$ cat src/rtl/ex_forward_ctrl_pkg.sv
// Shared constants for EX-stage operand forwarding.
// The forward-select encodings here are the same ones the EX operand muxes decode.
package ex_forward_ctrl_pkg;

  localparam int REG_ADDR_W = 5;
  localparam int ZERO_REG   = 0;

  localparam logic [1:0] FWD_NONE = 2'b00;
  localparam logic [1:0] FWD_WB   = 2'b01;
  localparam logic [1:0] FWD_MEM  = 2'b10;

endpackage

$ cat src/rtl/ex_forward_ctrl_fwd_select.sv
// Priority compare for one EX source operand against the MEM and WB slots.
// MEM wins over WB because MEM holds the younger write to the register.
module ex_forward_ctrl_fwd_select
  import ex_forward_ctrl_pkg::*;
#(
  parameter int                    REG_ADDR_W = ex_forward_ctrl_pkg::REG_ADDR_W,
  parameter logic [REG_ADDR_W-1:0] ZERO_REG   = REG_ADDR_W'(ex_forward_ctrl_pkg::ZERO_REG)
) (
  input  logic                  ex_valid,
  input  logic [REG_ADDR_W-1:0] rs,
  input  logic                  mem_valid,
  input  logic                  mem_regwrite,
  input  logic [REG_ADDR_W-1:0] mem_rd,
  input  logic                  wb_valid,
  input  logic                  wb_regwrite,
  input  logic [REG_ADDR_W-1:0] wb_rd,
  output logic [1:0]            sel
);

  logic mem_hit;
  logic wb_hit;

  // x0 is never a source: its architectural value is always zero.
  assign mem_hit = mem_valid && mem_regwrite && (mem_rd != ZERO_REG) && (mem_rd == rs);
  assign wb_hit  = wb_valid  && wb_regwrite  && (wb_rd  != ZERO_REG) && (wb_rd  == rs);

  always_comb begin
    sel = FWD_NONE;
    if (ex_valid) begin
      if (mem_hit) begin
        sel = FWD_MEM;
      end else if (wb_hit) begin
        sel = FWD_WB;
      end
    end
  end

endmodule

$ cat src/rtl/ex_forward_ctrl.sv
// Tracks rd/regwrite of instructions in EX, MEM and WB and derives the EX operand
// forwarding selects plus the load-use stall request for the ID instruction.
module ex_forward_ctrl
  import ex_forward_ctrl_pkg::*;
#(
  parameter int                    REG_ADDR_W = ex_forward_ctrl_pkg::REG_ADDR_W,
  parameter logic [REG_ADDR_W-1:0] ZERO_REG   = REG_ADDR_W'(ex_forward_ctrl_pkg::ZERO_REG)
) (
  input  logic                  clk_i,
  input  logic                  rst_i,
  input  logic                  start_i,
  input  logic                  stall_i,
  input  logic                  flush_i,
  input  logic                  id_valid_i,
  input  logic [REG_ADDR_W-1:0] id_rs1_i,
  input  logic [REG_ADDR_W-1:0] id_rs2_i,
  input  logic [REG_ADDR_W-1:0] id_rd_i,
  input  logic                  id_regwrite_i,
  input  logic                  id_memread_i,
  output logic [1:0]            forward_a_o,
  output logic [1:0]            forward_b_o,
  output logic                  load_use_stall_o,
  output logic                  ex_valid_o
);

  logic                  ex_valid_reg;
  logic [REG_ADDR_W-1:0] ex_rs1_reg;
  logic [REG_ADDR_W-1:0] ex_rs2_reg;
  logic [REG_ADDR_W-1:0] ex_rd_reg;
  logic                  ex_regwrite_reg;
  logic                  ex_memread_reg;

  logic                  mem_valid_reg;
  logic [REG_ADDR_W-1:0] mem_rd_reg;
  logic                  mem_regwrite_reg;

  logic                  wb_valid_reg;
  logic [REG_ADDR_W-1:0] wb_rd_reg;
  logic                  wb_regwrite_reg;

  always_ff @(posedge clk_i or negedge rst_i) begin
    if (!rst_i) begin
      ex_valid_reg     <= 1'b0;
      ex_rs1_reg       <= '0;
      ex_rs2_reg       <= '0;
      ex_rd_reg        <= '0;
      ex_regwrite_reg  <= 1'b0;
      ex_memread_reg   <= 1'b0;
      mem_valid_reg    <= 1'b0;
      mem_rd_reg       <= '0;
      mem_regwrite_reg <= 1'b0;
      wb_valid_reg     <= 1'b0;
      wb_rd_reg        <= '0;
      wb_regwrite_reg  <= 1'b0;
    end else if (start_i) begin
      wb_valid_reg     <= mem_valid_reg;
      wb_rd_reg        <= mem_rd_reg;
      wb_regwrite_reg  <= mem_regwrite_reg;
      mem_valid_reg    <= ex_valid_reg;
      mem_rd_reg       <= ex_rd_reg;
      mem_regwrite_reg <= ex_regwrite_reg;
      // A stalled or squashed ID instruction enters EX as an all-zero bubble.
      if (stall_i || flush_i) begin
        ex_valid_reg    <= 1'b0;
        ex_rs1_reg      <= '0;
        ex_rs2_reg      <= '0;
        ex_rd_reg       <= '0;
        ex_regwrite_reg <= 1'b0;
        ex_memread_reg  <= 1'b0;
      end else begin
        ex_valid_reg    <= id_valid_i;
        ex_rs1_reg      <= id_rs1_i;
        ex_rs2_reg      <= id_rs2_i;
        ex_rd_reg       <= id_rd_i;
        ex_regwrite_reg <= id_regwrite_i;
        ex_memread_reg  <= id_memread_i;
      end
    end
  end

  ex_forward_ctrl_fwd_select #(
    .REG_ADDR_W (REG_ADDR_W),
    .ZERO_REG   (ZERO_REG)
  ) u_fwd_a (
    .ex_valid     (ex_valid_reg),
    .rs           (ex_rs1_reg),
    .mem_valid    (mem_valid_reg),
    .mem_regwrite (mem_regwrite_reg),
    .mem_rd       (mem_rd_reg),
    .wb_valid     (wb_valid_reg),
    .wb_regwrite  (wb_regwrite_reg),
    .wb_rd        (wb_rd_reg),
    .sel          (forward_a_o)
  );

  ex_forward_ctrl_fwd_select #(
    .REG_ADDR_W (REG_ADDR_W),
    .ZERO_REG   (ZERO_REG)
  ) u_fwd_b (
    .ex_valid     (ex_valid_reg),
    .rs           (ex_rs2_reg),
    .mem_valid    (mem_valid_reg),
    .mem_regwrite (mem_regwrite_reg),
    .mem_rd       (mem_rd_reg),
    .wb_valid     (wb_valid_reg),
    .wb_regwrite  (wb_regwrite_reg),
    .wb_rd        (wb_rd_reg),
    .sel          (forward_b_o)
  );

  // Deliberately independent of stall_i/flush_i so the external stall logic has no loop.
  assign load_use_stall_o = id_valid_i && ex_valid_reg && ex_memread_reg &&
                            (ex_rd_reg != ZERO_REG) &&
                            ((ex_rd_reg == id_rs1_i) || (ex_rd_reg == id_rs2_i));

  assign ex_valid_o = ex_valid_reg;

endmodule

$ cat config.mk
export PLATFORM = sky130hd
export DESIGN_NAME = ex_forward_ctrl
export DESIGN_NICKNAME = d
export VERILOG_FILES = /design/src/rtl/ex_forward_ctrl_pkg.sv /design/src/rtl/ex_forward_ctrl_fwd_select.sv /design/src/rtl/ex_forward_ctrl.sv
export SDC_FILE = /design/constraint.sdc
export NUM_CORES = 1
export LEC_CHECK = 0
export ABC_AREA = 1
export ABC_CLOCK_PERIOD_IN_PS = 2400
export CAP_MARGIN = 20
export CORE_AREA = 2 2 76 78
export DETAILED_ROUTE_END_ITERATION = 8
export DIE_AREA = 0 0 78 80
export SETUP_SLACK_MARGIN = 0.5
export SYNTH_ARGS = -nofsm -noshare
export SYNTH_HDL_FRONTEND = slang
export SYNTH_SLANG_ARGS = --single-unit
$ cat constraint.sdc
create_clock -name clk_i -period 2.4 [get_ports clk_i]
set_input_delay 0.48 -clock clk_i [delete_from_list [all_inputs] [get_ports clk_i]]
set_output_delay 0.48 -clock clk_i [all_outputs]
set_load 0.05 [all_outputs]
==> flow_metrics.env <==
export IMPL_status="finished, final reports clean"
export IMPL_antenna_found_initial=0
export IMPL_areaGrowthSynthToFinish_pct=31.9
export IMPL_place_area_um2=2150
export IMPL_clkLatencyLatePin_ns=0.28
export IMPL_synth_mux_area_frac=0.0127
export IMPL_cts_buffer_depth=2
export IMPL_p_leak_nw=1.08
export IMPL_drc=0
export IMPL_cts_buffers_inserted=5
export IMPL_viasPerCell=4.51
export IMPL_ys_types=20
export IMPL_clock_sinks=32
export IMPL_final_cell_mix="nand2_1, dfrtp_1, inv_1, o21ai_0, nand3_1"
export IMPL_syn_avg_cell_area_um2=7.11
export IMPL_grt_overflow=0
export IMPL_maxCapViolCount=0
export IMPL_dp_worst_setup_slack_ns=0.201
export IMPL_holdWs_ns=0.494
export IMPL_synth_top_family_by_area="simple AND/OR/NAND/NOR gates"
export IMPL_dieHeight_um=80
export IMPL_slew_headroom=0.677
export IMPL_port_buffers=28
export IMPL_rows=27
export IMPL_antenna_cells=0
export IMPL_clk_pin_slew_ns=0.07
export IMPL_ios=29
export IMPL_min_path_type="input port to flop"
export IMPL_slew_violations=0
export IMPL_layout_drive_gt1_share=0.182
export IMPL_final_common_cell="nand2_1"
export IMPL_ys_ff_latch=32
export IMPL_setup_tns_ns=0
export IMPL_die_area_um2=6240
export IMPL_yosysWarningCount=0
export IMPL_synth_compound_gate_area_share=0.104
export IMPL_path_max_fanout=4
export IMPL_max_vdd_ir_drop_mv=0.335
export IMPL_grt_total_usage=0.140
export IMPL_synthCells=250
export IMPL_syn_area_um2=1780
export IMPL_cts_hold_buffers=0
export IMPL_endpoint_kind="primary output"
export IMPL_fin_crit_sh=0.830
export IMPL_dieWidth_um=78
export IMPL_fmax_mhz=502
export IMPL_synth_simple_area_share=0.314
export IMPL_drt_total_wl_um=4000
export IMPL_grt_max_degree=51
export IMPL_p_total_mw=1.27
export IMPL_drtPass1Iterations=4
export IMPL_ys_seq_area_frac=0.451
export IMPL_drt_iter0_markers=73
export IMPL_start_kind="flop"
export IMPL_htree_levels=2
export IMPL_final_cell_area_um2=2340
export IMPL_synth_fa_ha_area_frac=0
export IMPL_place_gp_congestion=0.880
export IMPL_grt_first_pass_wirelength_um=6770
export IMPL_post_dp_hpwl_um=2900
export IMPL_crit_type="flop to primary output"
export IMPL_grt_setup_unrepaired="yes"
export IMPL_worst_slew_pin_slew_ns=0.486
export IMPL_worstPathRequired_ns=1.92
export IMPL_post_route_min_period_ns=1.99
export IMPL_start_util=0.329
export IMPL_n_fill_cell=593
export IMPL_via_count=1610
export IMPL_synthTopCellsByArea="dfrtp_1, nand2_1, nand3_1"
export IMPL_core_um2=5410
export IMPL_setup_violations=0
export IMPL_grt_pass1_vias=1493
export IMPL_routedWlPerCell_um=11.2
export IMPL_powerDensity_nw_per_um2=542
export IMPL_synth_net_count=273
export IMPL_nets=307
export IMPL_layout_setup_ws_ns=0.407
export IMPL_ant_nets=0
export IMPL_yosysTopAreaCell="dfrtp_1"
export IMPL_critPathArrivalTime_ns=1.51
export IMPL_synth_xor_area_frac=0.0246
export IMPL_synth_top_area_share=0.451
export IMPL_cts_root_buffer_cell="clkbuf_8"
export IMPL_cts_tree="done"
export IMPL_hold_viol=0
export IMPL_finClkSkew_ns=0.00926
[power breakdown]
| part | total, mW | switching, mW | internal (mW) |
|---|---|---|---|
| Clock | 0.393 | 0.189 | 0.203 |
| Sequential | 0.621 | 0.0402 | 0.580 |
| Combinational | 0.258 | 0.150 | 0.108 |
[critical path: stages, from the launching register on]
cell        delay, ns
dfrtp_2          0.40
clkinvlp_4       0.14
a21oi_1          0.14
nand3_1          0.09
nor2_1           0.09
nand2_1          0.10
nor2_4           0.13
buf_8            0.15
[metal layers]
layer / vias to the layer above / GRT usage / share of wire
met2: 44 / 0.216 / 0.44
met5: - / 0 / 0
met3: 12 / 0.0328 / 0.039
met1: 697 / 0.184 / 0.48
met4: 0 / 0.0667 / 0.036
li1: 857 / - / -
[area by class of cell]
type | instances | area, um^2 | area share
inverters | 34 | 131 | 0.0561
multi-input cells | 176 | 893 | 0.381
flip-flops and latches | 32 | 806 | 0.344
clock inverters | 1 | 5.00 | 0.00214
clock buffers | 7 | 76.3 | 0.0326
well taps | 72 | 90.1 | 0.0384
repair buffers | 35 | 342 | 0.146
[synthesized netlist by cell type, drive strengths merged]
| cell type | count |
|---|---|
| nand2 | 73 |
| inv | 34 |
| dfrtp | 32 |
| nor2 | 28 |
| nand3 | 26 |
| o21ai | 26 |
| a21oi | 7 |
| buf | 6 |
| xnor2 | 4 |
| nand4 | 3 |
| nor3 | 3 |
| clkbuf | 2 |
| mux2 | 2 |
| nand3b | 1 |
| o211ai | 1 |
| o21bai | 1 |
| xor2 | 1 |
[final timing paths]
kind	slack, ns	end	depth (start not counted)	from
min in group asynchronous	0.60	wb_regwrite_reg	2	rst_i
setup / recovery	0.41	forward_b_o[0]	7	ex_valid_o
setup reg to reg	1.49	mem_valid_reg	3	ex_valid_o
hold reg to reg	0.51	wb_valid_reg	1	wb_valid_reg
hold / removal	0.49	ex_valid_o	3	id_valid_i
max in group asynchronous	1.46	ex_rd_reg[0]	2	rst_i
[through the flow]
stage / cells / util
floorplan: 250 / -
global placement: 344 / 0.397
detailed placement: 344 / 0.397
CTS: 353 / 0.421
global route: 357 / 0.434
finish: 357 / 0.434
[cell families after synthesis]
kind of cell	after synthesis
flops	32
xor+xnor	5
buf+inv	42
mux	2
simple gates	134
compound gates	35
[repair_timing]
| action | in CTS | in global routing |
|---|---|---|
| pin swaps | 7 | 11 |
| setup buffers | 1 | 4 |
| endpoints found under the hold margin | 0 | 0 |
| endpoints found under the setup margin | 6 | 5 |
| resized for setup | 27 | 14 |
(Power assumes the default switching activity.)
